--- config.mk ---
export PLATFORM = sky130hd
export DESIGN_NAME = wb_unit
export DESIGN_NICKNAME = d
export VERILOG_FILES = /design/src/rtl/cpu_pkg.sv /design/src/rtl/wb_ld_timer.sv /design/src/rtl/wb_unit.sv
export SDC_FILE = /design/constraint.sdc
export NUM_CORES = 1
export LEC_CHECK = 0
export ABC_AREA = 1
export BUFFER_PORTS_ARGS = -buffer_cell sky130_fd_sc_hd__clkbuf_2
export CAP_MARGIN = 20
export CELL_PAD_IN_SITES_DETAIL_PLACEMENT = 1
export CELL_PAD_IN_SITES_GLOBAL_PLACEMENT = 1
export CORE_MARGIN = 2
export CORE_UTILIZATION = 31
export DETAILED_ROUTE_END_ITERATION = 16
export PLACE_DENSITY_LB_ADDON = 0.1
export SKIP_LAST_GASP = 1
export SLEW_MARGIN = 20
export SYNTH_ARGS = -nofsm -noshare
export SYNTH_HDL_FRONTEND = slang
export SYNTH_SLANG_ARGS = --single-unit
export TNS_END_PERCENT = 20
--- constraint.sdc ---
create_clock -name clk -period 2 [get_ports clk]
set_clock_uncertainty 0.05 [all_clocks]
set_input_delay 0.2 -clock clk [delete_from_list [all_inputs] [get_ports clk]]
set_output_delay 0.2 -clock clk [all_outputs]
set_load 0.03 [all_outputs]
--- src/rtl/cpu_pkg.sv ---
// -----------------------------------------------------------------------------
// cpu_pkg
// Shared definitions for the writeback stage, the register file and decode.
// Holds the writeback FSM state encoding and the default datapath/register
// index widths so all three agree on the same sizes.
// -----------------------------------------------------------------------------
package cpu_pkg;

  // Default datapath width and register index width.
  localparam int DEF_XLEN       = 32;
  localparam int DEF_ADDR_SIZE  = 5;
  // Default number of LD_WAIT cycles before a load is abandoned.
  localparam int DEF_LD_TIMEOUT = 15;

  // Writeback FSM states.
  typedef enum logic [0:0] {
    ST_IDLE    = 1'b0,
    ST_LD_WAIT = 1'b1
  } wb_state_e;

endpackage : cpu_pkg

--- src/rtl/wb_ld_timer.sv ---
// -----------------------------------------------------------------------------
// wb_ld_timer
// Saturating cycle counter used to bound the time a load may wait for data.
//
// Ports:
//   clk   in  clock, rising edge
//   rst   in  asynchronous active-high reset (count -> 0)
//   clr_i in  synchronous clear, has priority over enable
//   en_i  in  count enable (increments by one, saturates at all-ones)
//   tc_o  out terminal count: high while the count equals LD_TIMEOUT-1
// -----------------------------------------------------------------------------
module wb_ld_timer #(
  parameter int LD_TIMEOUT = cpu_pkg::DEF_LD_TIMEOUT,
  localparam int CNT_W     = $clog2(LD_TIMEOUT) + 1
) (
  input  logic clk,
  input  logic rst,
  input  logic clr_i,
  input  logic en_i,
  output logic tc_o
);

  localparam logic [CNT_W-1:0] CNT_MAX = '1;
  localparam logic [CNT_W-1:0] CNT_TC  = CNT_W'(LD_TIMEOUT - 1);

  logic [CNT_W-1:0] cnt_q;
  logic [CNT_W-1:0] cnt_d;

  always_comb begin
    cnt_d = cnt_q;
    if (clr_i) begin
      cnt_d = '0;
    end else if (en_i && (cnt_q != CNT_MAX)) begin
      // Saturate rather than wrap so a stuck count can never re-hit TC.
      cnt_d = cnt_q + CNT_W'(1);
    end
  end

  always_ff @(posedge clk or posedge rst) begin
    if (rst) begin
      cnt_q <= '0;
    end else begin
      cnt_q <= cnt_d;
    end
  end

  assign tc_o = (cnt_q == CNT_TC);

endmodule : wb_ld_timer

--- src/rtl/wb_unit.sv ---
// -----------------------------------------------------------------------------
// wb_unit
// Writeback stage. Accepts retired instructions from MEM, waits for load data
// when needed, drives the register file write port and provides the decode
// bypass that covers the regfile's write-then-read hole.
//
// Ports:
//   clk, rst              clock / asynchronous active-high reset
//   M_valid, M_ready      MEM handshake (ready only in IDLE)
//   M_we, M_ld, M_rd      instruction writes reg / is a load / destination
//   M_alu_res             result for non-loads
//   mem_rvalid, mem_rdata load data return
//   WB_we, WB_rd,         register file write port (one-cycle write pulses)
//   WB_data_mem
//   D_ra, D_rb            decode read indices
//   D_fwd_a_en/_b_en      decode should use D_fwd_data instead of regfile
//   D_fwd_data            bypass data (same as WB_data_mem)
//   ld_timeout_err        sticky: a load was abandoned, cleared by rst only
// -----------------------------------------------------------------------------
module wb_unit
  import cpu_pkg::*;
#(
  parameter int XLEN       = DEF_XLEN,
  parameter int ADDR_SIZE  = DEF_ADDR_SIZE,
  parameter int LD_TIMEOUT = DEF_LD_TIMEOUT
) (
  input  logic                 clk,
  input  logic                 rst,
  input  logic                 M_valid,
  output logic                 M_ready,
  input  logic                 M_we,
  input  logic                 M_ld,
  input  logic [ADDR_SIZE-1:0] M_rd,
  input  logic [XLEN-1:0]      M_alu_res,
  input  logic                 mem_rvalid,
  input  logic [XLEN-1:0]      mem_rdata,
  output logic                 WB_we,
  output logic [ADDR_SIZE-1:0] WB_rd,
  output logic [XLEN-1:0]      WB_data_mem,
  input  logic [ADDR_SIZE-1:0] D_ra,
  input  logic [ADDR_SIZE-1:0] D_rb,
  output logic                 D_fwd_a_en,
  output logic                 D_fwd_b_en,
  output logic [XLEN-1:0]      D_fwd_data,
  output logic                 ld_timeout_err
);

  wb_state_e state_q, state_d;

  logic                 wb_we_q,   wb_we_d;
  logic [ADDR_SIZE-1:0] wb_rd_q,   wb_rd_d;
  logic [XLEN-1:0]      wb_data_q, wb_data_d;
  logic                 pend_we_q, pend_we_d;
  logic [ADDR_SIZE-1:0] pend_rd_q, pend_rd_d;
  logic                 err_q,     err_d;

  logic accept;
  logic timer_clr;
  logic timer_en;
  logic timer_tc;

  assign accept = M_valid && M_ready;

  // ---------------------------------------------------------------------------
  // Load wait timer: cleared on load accept, counts every LD_WAIT cycle that
  // has no data. TC marks the last allowed wait cycle.
  // ---------------------------------------------------------------------------
  assign timer_clr = accept && M_ld;
  assign timer_en  = (state_q == ST_LD_WAIT) && !mem_rvalid;

  wb_ld_timer #(
    .LD_TIMEOUT (LD_TIMEOUT)
  ) u_ld_timer (
    .clk   (clk),
    .rst   (rst),
    .clr_i (timer_clr),
    .en_i  (timer_en),
    .tc_o  (timer_tc)
  );

  // ---------------------------------------------------------------------------
  // FSM: state register
  // ---------------------------------------------------------------------------
  always_ff @(posedge clk or posedge rst) begin
    if (rst) begin
      state_q <= ST_IDLE;
    end else begin
      state_q <= state_d;
    end
  end

  // ---------------------------------------------------------------------------
  // FSM: next state
  // ---------------------------------------------------------------------------
  always_comb begin
    state_d = state_q;
    unique case (state_q)
      ST_IDLE: begin
        if (accept && M_ld) begin
          state_d = ST_LD_WAIT;
        end
      end
      ST_LD_WAIT: begin
        // Data arriving on the terminal-count cycle still completes the load.
        if (mem_rvalid || timer_tc) begin
          state_d = ST_IDLE;
        end
      end
      default: state_d = ST_IDLE;
    endcase
  end

  // ---------------------------------------------------------------------------
  // FSM: outputs
  // ---------------------------------------------------------------------------
  always_comb begin
    M_ready = (state_q == ST_IDLE);
  end

  // ---------------------------------------------------------------------------
  // Writeback / pending-load / error next-state logic
  // ---------------------------------------------------------------------------
  always_comb begin
    wb_we_d   = 1'b0;          // writes are single-cycle pulses
    wb_rd_d   = wb_rd_q;
    wb_data_d = wb_data_q;
    pend_we_d = pend_we_q;
    pend_rd_d = pend_rd_q;
    err_d     = err_q;

    unique case (state_q)
      ST_IDLE: begin
        if (accept) begin
          if (M_ld) begin
            pend_we_d = M_we;
            pend_rd_d = M_rd;
          end else begin
            wb_we_d   = M_we && (M_rd != '0);
            wb_rd_d   = M_rd;
            wb_data_d = M_alu_res;
          end
        end
      end
      ST_LD_WAIT: begin
        if (mem_rvalid) begin
          wb_we_d   = pend_we_q && (pend_rd_q != '0);
          wb_rd_d   = pend_rd_q;
          wb_data_d = mem_rdata;
        end else if (timer_tc) begin
          // Load dropped: destination stays unwritten.
          err_d = 1'b1;
        end
      end
      default: ;
    endcase
  end

  always_ff @(posedge clk or posedge rst) begin
    if (rst) begin
      wb_we_q   <= 1'b0;
      wb_rd_q   <= '0;
      wb_data_q <= '0;
      pend_we_q <= 1'b0;
      pend_rd_q <= '0;
      err_q     <= 1'b0;
    end else begin
      wb_we_q   <= wb_we_d;
      wb_rd_q   <= wb_rd_d;
      wb_data_q <= wb_data_d;
      pend_we_q <= pend_we_d;
      pend_rd_q <= pend_rd_d;
      err_q     <= err_d;
    end
  end

  assign WB_we          = wb_we_q;
  assign WB_rd          = wb_rd_q;
  assign WB_data_mem    = wb_data_q;
  assign ld_timeout_err = err_q;

  // ---------------------------------------------------------------------------
  // Decode bypass. The regfile reads asynchronously and writes at the edge,
  // so a read of the register being written this cycle would see stale data.
  // Register 0 is hard-wired zero and is never forwarded.
  // ---------------------------------------------------------------------------
  assign D_fwd_data = wb_data_q;
  assign D_fwd_a_en = wb_we_q && (wb_rd_q == D_ra) && (wb_rd_q != '0);
  assign D_fwd_b_en = wb_we_q && (wb_rd_q == D_rb) && (wb_rd_q != '0);

endmodule : wb_unit

==> metrics.yaml <==
run_status:
  status: "finished, final reports clean"
synthesis:
  syn-num-nets: 527
  synth_area_mm2: 0.003049
  yosys-top-cells-area: "dfrtp_1 (42%), nand2_1 (27%), buf_4 (8.9%)"
  yosysWarningCount: 0
  synth_seq_cells: 51
  synth_top_area_share_pct: 41.85
  synthCells: 439
  yosysTopAreaCell: "dfrtp_1"
  synth.distinct_cells: 20
  yosysSeqAreaShare_pct: 41.85
  avgSynthCellArea_um2: 6.946
power:
  p_leak_nw: 2.326
  irDropWorstVdd_mv: 0.3334
  power_density_mw_per_mm2: 1022
die:
  rows: 36
  start_util_pct: 31.63
  pin_count: 159
  fp.coreArea_mm2: 0.009639
  die_area_mm2: 0.01065
  die_h_um: 103.2
  fp.dieW_um: 103.2
global_routing:
  grt_pass1_wl_um: 13770
  grt_util_all_layers_pct: 16.42
  grt_pass1_vias: 2972
  grt_antenna_before_repair: 0
  grt.overflow.total: 0
  grt_max_degree: 43
sta:
  finalSetupTns_ns: 0
  finalHoldViolations: 0
  timing.slew.headroom_pct: 62.18
  worst_slew_pin_slew_ns: 0.5659
  min_period_ns: 1.693
  final-setup-viol-count: 0
  clock.fmax_mhz: 590.7
  slew_violations: 0
  fin_crit_sh_pct: 84.64
  rsz0062_at_grt: "no"
routing:
  wirelength_um: 8808
  dr_total_vias: 3103
  drt_pass1_iterations: 4
  avgViaCountPerCell: 4.465
  drtIter0Drc: 72
  antenna_left: 0
  drcViolationCount: 0
  wl_per_cell_um: 12.67
cts:
  cts_root_buffer: "clkbuf_8"
  htree_levels: 2
  clkTransAtPathRegs_ns: 0.10
  numCtsBuffers: 5
  cts_buffer_depth: 2
  cts_sinks: 51
  tritoncts: "done"
  cts_resized: 0
  insertion_delay_ns: 0.30
min_path:
  worstHoldEndpoint: "pend_rd_q[4]"
  hp-class: "in -> reg"
  min_delay_path_depth: 3
  min_from: "M_rd[4]"
placed_design:
  gp_congestion: 0.7821
  dpl.hpwl_um: 6766
  io_buffers: 158
worst_setup_path:
  reg2reg_depth: 5
  end_kind: "output port"
  cp.arrival_ns: 1.44
  r2r-start: "state_q"
  startpoint_type: "flop"
  r2r_end: "WB_rd[4]"
  critPathMaxFanout: 29
  crit_required_ns: 1.75
  worst-r2r-setup-slack_ns: 0.36
  critical_path_class: "reg -> out"
finish:
  diodes: 0
  nets: 649
  drive_above_1_share_pct: 32.03
  area_delta_synth_final_pct: 24.33
  nFillCells: 1335
  final_util_pct: 39.33
run:
  maxCapViolCount: 0
## how the worst max path moves through the flow
stage | from | endpoint | depth (start not counted) | slack (ns)
after floorplan | WB_rd[2] | D_fwd_a_en | 6 | 0.44
after global placement | state_q | WB_rd[0] | 5 | 0.42
final | state_q | M_ready | 2 | 0.31
after detailed placement | state_q | WB_rd[3] | 5 | 0.36
after global routing | state_q | D_fwd_data[26] | 5 | 0.18
after CTS | state_q | M_ready | 2 | 0.25
## worst max-delay path, cell delays in order (launching register included)
cell,delay [ns]
dfrtp_2,0.45
inv_2,0.37
clkbuf_2,0.30
## per-stage QoR
| step | setup slack, ns | total power [mW] | area [um2] | instances | hold slack [ns] |
|---|---|---|---|---|---|
| after floorplan | 0.4392 | 2.926 | 3049 | 439 | 0.2982 |
| after global placement | 0.4207 | 3.274 | 3690 | 686 | 0.1787 |
| after detailed placement | 0.3597 | 3.310 | 3690 | 686 | 0.1776 |
| after CTS | 0.2472 | 3.941 | 3791 | 695 | 0.1125 |
| after global routing | 0.1850 | 4.167 | 3791 | 695 | 0.1173 |
| final | 0.3071 | 3.875 | 3791 | 695 | 0.1161 |
## layout by cell type (no fill, tap or decap), drive strengths merged, types with 3 or more instances in the layout
master | Yosys | routed
buf | 51 | 7
ha | 3 | 3
inv | 28 | 28
nand3 | 36 | 36
o21ai | 22 | 22
clkbuf | 0 | 165
nor2 | 21 | 21
nand2 | 220 | 220
dfrtp | 51 | 51
## timing repair
| action | CTS | global route |
|---|---|---|
| setup buffers | 0 | 0 |
| hold endpoints to repair | 20 | 0 |
| hold buffers | 1 | 0 |
## layout make-up
type,count,area [um2],area share (%)
multi-input cells,309,1297,34.22
flip-flops and latches,51,1277,33.70
repair buffers,166,853.3,22.51
well taps,133,166.4,4.389
inverters,28,105.1,2.772
clock buffers,7,86.33,2.277
clock inverters,1,5.005,0.1320
## flip-flops by register name (all words and copies together), names as in the netlist
register          cells
state_q               1
ld_timeout_err        1
WB_rd                 5
D_fwd_data           32
u_ld_timer.cnt_q      5
pend_we_q             1
pend_rd_q             5
WB_we                 1
## Yosys cell counts, drive strengths merged
cell    count
inv        28
ha          3
buf        51
a21oi       2
nor2       21
o31ai       1
nand3      36
nand3b      1
nand4       2
nor3        1
dfrtp      51
o21ai      22
nand2     220
## power breakdown
group / leakage, nW / internal, mW / total, mW / switching [mW]
logic: 1.64 / 0.506 / 1.79 / 1.29
clock network: 0.0482 / 0.280 / 0.616 / 0.336
registers: 0.638 / 1.26 / 1.47 / 0.209
total: 2.33 / 2.04 / 3.88 / 1.83
## metal layers
metal	track usage, %	share of wire (%)
met4	3.846	1.0
met3	2.823	5.4
met2	28.72	49
met1	21.25	44
met5	0	0
## kinds of logic after synthesis
logic type / count (synthesis) / share of synthesized area, %
compound gates: 25 / 4.185
fa+ha+maj: 3 / 1.231
buf+inv: 79 / 15.59
flops: 51 / 41.85
simple gates: 281 / 37.14
Note: power is estimated with default switching activity, not from simulation.
